### src/rtl/cam_pkt_gen.sv
// cam_pkt_gen: camera-timing to binarized packet stream for the edge pipeline.
// Each packet is exactly H_ACT*V_ACT one-bit pixels framed by sop/eop. Long lines
// are truncated, short lines/frames are closed with a zero terminator beat, and
// every malformed frame raises a one-cycle frame_err pulse.
module cam_pkt_gen #(
    parameter int unsigned H_ACT       = 640,
    parameter int unsigned V_ACT       = 480,
    parameter int unsigned SKIP_FRAMES = 10,
    parameter int unsigned THRESH      = 128,
    parameter int unsigned PIX_W       = 8
) (
    input  logic             clk,
    input  logic             rst,
    input  logic             vsync,
    input  logic             href,
    input  logic             pix_vld,
    input  logic [PIX_W-1:0] pix_in,
    output logic             dout,
    output logic             dout_vld,
    output logic             dout_sop,
    output logic             dout_eop,
    output logic             frame_err
);

    localparam int unsigned CW = (H_ACT > 1) ? $clog2(H_ACT) : 1;
    localparam int unsigned RW = (V_ACT > 1) ? $clog2(V_ACT) : 1;
    localparam int unsigned SW = (SKIP_FRAMES > 0) ? $clog2(SKIP_FRAMES + 1) : 1;

    localparam logic [CW-1:0]    COL_LAST  = CW'(H_ACT - 1);
    localparam logic [RW-1:0]    ROW_LAST  = RW'(V_ACT - 1);
    localparam logic [SW-1:0]    SKIP_LAST = SW'(SKIP_FRAMES);
    localparam logic [PIX_W-1:0] THR       = PIX_W'(THRESH);

    typedef enum logic [1:0] {
        S_SKIP,
        S_FRAME,
        S_WAIT
    } state_t;

    state_t         state;
    logic [CW-1:0]  col;
    logic [RW-1:0]  row;
    logic [SW-1:0]  skip_cnt;
    logic           pkt_open;
    logic           line_full;   // full line taken, href not yet dropped
    logic           long_seen;   // long-line error already reported for this line
    logic           vsync_d;
    logic           href_d;

    logic vsync_rise;
    logic href_fall;
    logic accept;
    logic col_last;
    logic row_last;
    logic first_pix;

    assign vsync_rise = vsync && !vsync_d;
    assign href_fall  = !href && href_d;
    assign accept     = (state == S_FRAME) && href && pix_vld && !vsync_rise && !line_full;
    assign col_last   = (col == COL_LAST);
    assign row_last   = (row == ROW_LAST);
    assign first_pix  = (col == '0) && (row == '0);

    // Delayed copies of the camera sync inputs for edge detection
    always_ff @(posedge clk or posedge rst) begin
        if (rst) begin
            vsync_d <= 1'b0;
            href_d  <= 1'b0;
        end else begin
            vsync_d <= vsync;
            href_d  <= href;
        end
    end

    // Frame FSM, pixel counters and registered packet outputs
    always_ff @(posedge clk or posedge rst) begin
        if (rst) begin
            state     <= S_SKIP;
            col       <= '0;
            row       <= '0;
            skip_cnt  <= '0;
            pkt_open  <= 1'b0;
            line_full <= 1'b0;
            long_seen <= 1'b0;
            dout      <= 1'b0;
            dout_vld  <= 1'b0;
            dout_sop  <= 1'b0;
            dout_eop  <= 1'b0;
            frame_err <= 1'b0;
        end else begin
            dout      <= 1'b0;
            dout_vld  <= 1'b0;
            dout_sop  <= 1'b0;
            dout_eop  <= 1'b0;
            frame_err <= 1'b0;

            case (state)
                S_SKIP: begin
                    if (vsync_rise) begin
                        if (skip_cnt == SKIP_LAST) begin
                            state     <= S_FRAME;
                            col       <= '0;
                            row       <= '0;
                            pkt_open  <= 1'b0;
                            line_full <= 1'b0;
                            long_seen <= 1'b0;
                        end else begin
                            skip_cnt <= skip_cnt + 1'b1;
                        end
                    end
                end

                S_FRAME: begin
                    if (vsync_rise) begin
                        // Frame restart; an open packet gets a zero eop terminator
                        if (pkt_open) begin
                            dout_vld  <= 1'b1;
                            dout_eop  <= 1'b1;
                            frame_err <= 1'b1;
                        end
                        col       <= '0;
                        row       <= '0;
                        pkt_open  <= 1'b0;
                        line_full <= 1'b0;
                        long_seen <= 1'b0;
                    end else if (accept) begin
                        dout_vld <= 1'b1;
                        dout     <= (pix_in >= THR);
                        dout_sop <= first_pix;
                        dout_eop <= col_last && row_last;
                        if (first_pix) begin
                            pkt_open <= 1'b1;
                        end
                        if (col_last) begin
                            col       <= '0;
                            line_full <= 1'b1;
                            if (row_last) begin
                                // later assignment wins for the H_ACT=V_ACT=1 case
                                row      <= '0;
                                pkt_open <= 1'b0;
                                state    <= S_WAIT;
                            end else begin
                                row <= row + 1'b1;
                            end
                        end else begin
                            col <= col + 1'b1;
                        end
                    end else if (line_full && href && pix_vld) begin
                        if (!long_seen) begin
                            frame_err <= 1'b1;
                            long_seen <= 1'b1;
                        end
                    end else if (href_fall) begin
                        line_full <= 1'b0;
                        long_seen <= 1'b0;
                        if (!line_full && (col != '0)) begin
                            frame_err <= 1'b1;
                            col       <= '0;
                            if (row_last) begin
                                row   <= '0;
                                state <= S_WAIT;
                                if (pkt_open) begin
                                    dout_vld <= 1'b1;
                                    dout_eop <= 1'b1;
                                    pkt_open <= 1'b0;
                                end
                            end else begin
                                row <= row + 1'b1;
                            end
                        end
                    end
                end

                S_WAIT: begin
                    if (vsync_rise) begin
                        state     <= S_FRAME;
                        col       <= '0;
                        row       <= '0;
                        line_full <= 1'b0;
                        long_seen <= 1'b0;
                    end
                end

                default: state <= S_SKIP;
            endcase
        end
    end

endmodule

### config.mk
export PLATFORM = sky130hd
export DESIGN_NAME = cam_pkt_gen
export DESIGN_NICKNAME = d
export VERILOG_FILES = /design/src/rtl/cam_pkt_gen.sv
export SDC_FILE = /design/constraint.sdc
export NUM_CORES = 1
export LEC_CHECK = 0
export ABC_AREA = 1
export CORE_ASPECT_RATIO = 0.9
export CORE_UTILIZATION = 45
export DETAILED_ROUTE_END_ITERATION = 10
export SYNTH_ARGS = -nofsm -noshare
export SYNTH_HDL_FRONTEND = slang
export SYNTH_SLANG_ARGS = --single-unit
### constraint.sdc
create_clock -name clk -period 1.85 [get_ports clk]
set_input_delay 0.2775 -clock clk [delete_from_list [all_inputs] [get_ports clk]]
set_output_delay 0.2775 -clock clk [all_outputs]
set_load 0.01 [all_outputs]
==> impl_metrics.tcl <==
set metrics [dict create \
    cts_buffers 5 \
    cp_cell_sequence "inv_1, ha_1, nand3b_1, nand2_1, nand3_1, a21oi_4, nand3_2, nand2_1, nand2_1" \
    grt_max_degree 36 \
    clkPwrFrac 0.215 \
    synth.largest_area_cell "dfrtp_1" \
    die_y_um 67.5 \
    timing.rr.start "skip_cnt[0]" \
    crit_path_frequent_cell "nand2_1" \
    hp-class "input port to async pin" \
    core_area_mm2 0.00452 \
    finalPower_uw 2830 \
    fin_crit_ns 1.76 \
    pwr-share-seq 0.361 \
    syn_area_mm2 0.00215 \
    slowest_stage "dfrtp_1" \
    fin_crit_sh 0.949 \
    worstMarginPinSlew_ns 0.449 \
    syn_nets 314 \
    netlist.area_leader.share 0.408 \
    hold_viol 0 \
    hpwlAfterDp_um 3480 \
    die_w_um 74.8 \
    relSlewSlack 0.700 \
    p_sw_uw 1130 \
    ys_ff_latch 35 \
    drtIter0Drc 98 \
    grt_overflow 0 \
    ant_nets 0 \
    final_area_mm2 0.00257 \
    fmax_mhz 570 \
    grt_pass1_vias 1799 \
    grt_first_pass_wirelength_um 8010 \
    synth_warnings 0 \
    drc 0 \
    ys.flop_type "dfrtp_1" \
    cap_viol_max_count 0 \
    rows 23 \
    rsz0062_at_grt "true" \
    postSynthAreaPerCell_um2 7.28 \
    finClkSkew_ns 0.00492 \
    nNetsFinal 349 \
    regToRegEndpoint "row[8]" \
    start_util 0.475 \
    ir_drop_uv 455 \
    worstSetupPathType "flip-flop to flip-flop" \
    post-cts-setup-buffers 0 \
    power.density_mw_per_mm2 1100 \
    fin_setup_tns_ns 0 \
    clock_latency_ns 0.29 \
    r2r_slack_ns 0.09 \
    worst_setup_path_start_kind "flip-flop" \
    slowest_delay_ns 0.40 \
    synth.area.top_cells "dfrtp_1, nand2_1, nor2_1" \
    ys_types 30 \
    synth_edf_count 0 \
    slew_violations 0 \
    swShare 0.399 \
    ios 18 \
    cts_root_buffer "clkbuf_8" \
    ys_seq_area_frac 0.408 \
    num_antenna_cells 0 \
    dieArea_mm2 0.00505 \
    p_leak_uw 0.00126 \
    layout-drive-gt1-share 0.145 \
    place.gp.congestion 0.899 \
    grtUsageTotal 0.213 \
    cts_hold_buf 0 \
    cts.sinks 35 \
    cts_max_level 2 \
    cts_buffer_depth 2 \
    dr_total_vias 1967 \
    avgRoutedWirePerCell_um 11.9 \
    status "finished, final reports clean" \
    placed_cell_area_mm2 0.00247 \
    cp.required_ns 2.02 \
    clk_pin_slew_worst_paths_ns 0.07 \
    async_reset_ff_frac 1.00 \
    antenna_found_initial 0 \
    via_per_inst 5.01 \
    cp_max_fo 9 \
    area_growth_pct 19.6 \
    finalSetupViolCount 0 \
    wl_um 4700 \
    cell_internal_pwr_uw 1700 \
    port-buffer-count 10 \
    cts_tree "built" \
    p_comb_frac 0.424 \
    end_kind "flip-flop" \
    reg2regPathDepth 9 \
    firstDrtPassIters 4 \
    synthCells 295 \
    critPathArrivalTime_ns 1.93 \
]
## through the flow
step,setup WS (ns),hold slack [ns],util,cells
2_1_floorplan,0.278,0.309,-,295
3_3_place_gp,-0.0218,0.458,0.546,385
3_5_place_dp,-0.0642,0.478,0.546,385
4_1_cts,0.0792,0.399,0.568,393
5_1_grt,-0.0496,0.468,0.569,393
6_report,0.0941,0.375,0.569,393
## critical path, delay by kind of cell, from the launching register on
| kind | cells | cell delay [ns] |
|---|---|---|
| buf+inv | 1 | 0.09 |
| simple gates | 6 | 0.78 |
| fa+ha+maj | 1 | 0.14 |
| compound gates | 1 | 0.22 |
| flops | 1 | 0.40 |
## layout make-up
cell class / instances / area [um2]
clock buffer: 8 / 100
fill: 443 / 1950
inverter: 36 / 135
multi-input combinational: 217 / 1090
sequential: 35 / 876
tap: 62 / 77.6
timing repair buffer: 35 / 288
## logic make-up after synthesis
logic type	share of synthesized area
AND/OR/NAND/NOR	0.381
flip-flops	0.408
XOR/XNOR	0.0326
adder cells (fa/ha/maj)	0.0350
buffers and inverters	0.0845
AO/OA/AOI/OAI	0.0594
## routing by layer
layer  global-route usage  up-vias  share of wire
li1                     -     1012              -
met1                0.294      906           0.51
met2                0.316       42           0.44
met3               0.0418        7          0.046
met4                0.106        0          0.010
met5                    0        -              0
## synth_stat cells (2+ instances only)
| cell | instances |
|---|---|
| a31oi_1 | 2 |
| nand2_1 | 89 |
| buf_2 | 4 |
| ha_1 | 6 |
| nand4_1 | 14 |
| inv_1 | 34 |
| a21oi_1 | 4 |
| nand3b_1 | 2 |
| nor3_1 | 5 |
| nor2_1 | 38 |
| nor2_4 | 2 |
| inv_2 | 2 |
| buf_4 | 2 |
| xnor2_1 | 2 |
| xor2_1 | 6 |
| dfrtp_1 | 35 |
| nand2_2 | 3 |
| o21ai_0 | 8 |
| nor2_2 | 2 |
| nand3_1 | 25 |
## cell usage in the layout, fill, tap and decap left out, types with 3 or more instances in the layout
cell type | Yosys | final
nand2_1 | 89 | 89
nor2_1 | 38 | 37
dfrtp_1 | 35 | 35
inv_1 | 34 | 34
nand3_1 | 25 | 25
buf_4 | 2 | 25
nand4_1 | 14 | 14
clkdlybuf4s50_1 | 0 | 10
o21ai_0 | 8 | 8
clkbuf_8 | 0 | 7
xor2_1 | 6 | 6
ha_1 | 6 | 6
nor3_1 | 5 | 5
a21oi_1 | 4 | 4
nand2_2 | 3 | 3
nor2_2 | 2 | 3
## power groups by stage
stage                     logic, uW  clock network (uW)  registers [uW]
final                          1200                 607            1020
after global routing           1370                 644            1050
after CTS                      1200                 626            1020
after detailed placement       1200                   0            1040
after floorplan                 788                   0            1040
after global placement         1180                   0            1030
## timing repair
action | in CTS | in global routing
setup endpoints to repair | 0 | 12
endpoints found under the hold margin | 0 | 0
gates resized for setup | 0 | 1
## sequential cells by signal, indices dropped and copies added (netlist names), 2 cells and up
name	cells
row	9
state	2
skip_cnt	4
col	10
## worst max-delay path by stage
stage | startpoint | depth (start not counted) | endpoint
2_1_floorplan | col[0] | 10 | row[5]
3_5_place_dp | vsync | 8 | row[4]
4_1_cts | skip_cnt[0] | 9 | row[8]
6_report | skip_cnt[0] | 9 | row[8]
3_3_place_gp | vsync | 8 | row[7]
5_1_grt | col[1] | 10 | row[7]
Note: power is estimated with default switching activity, not from simulation.
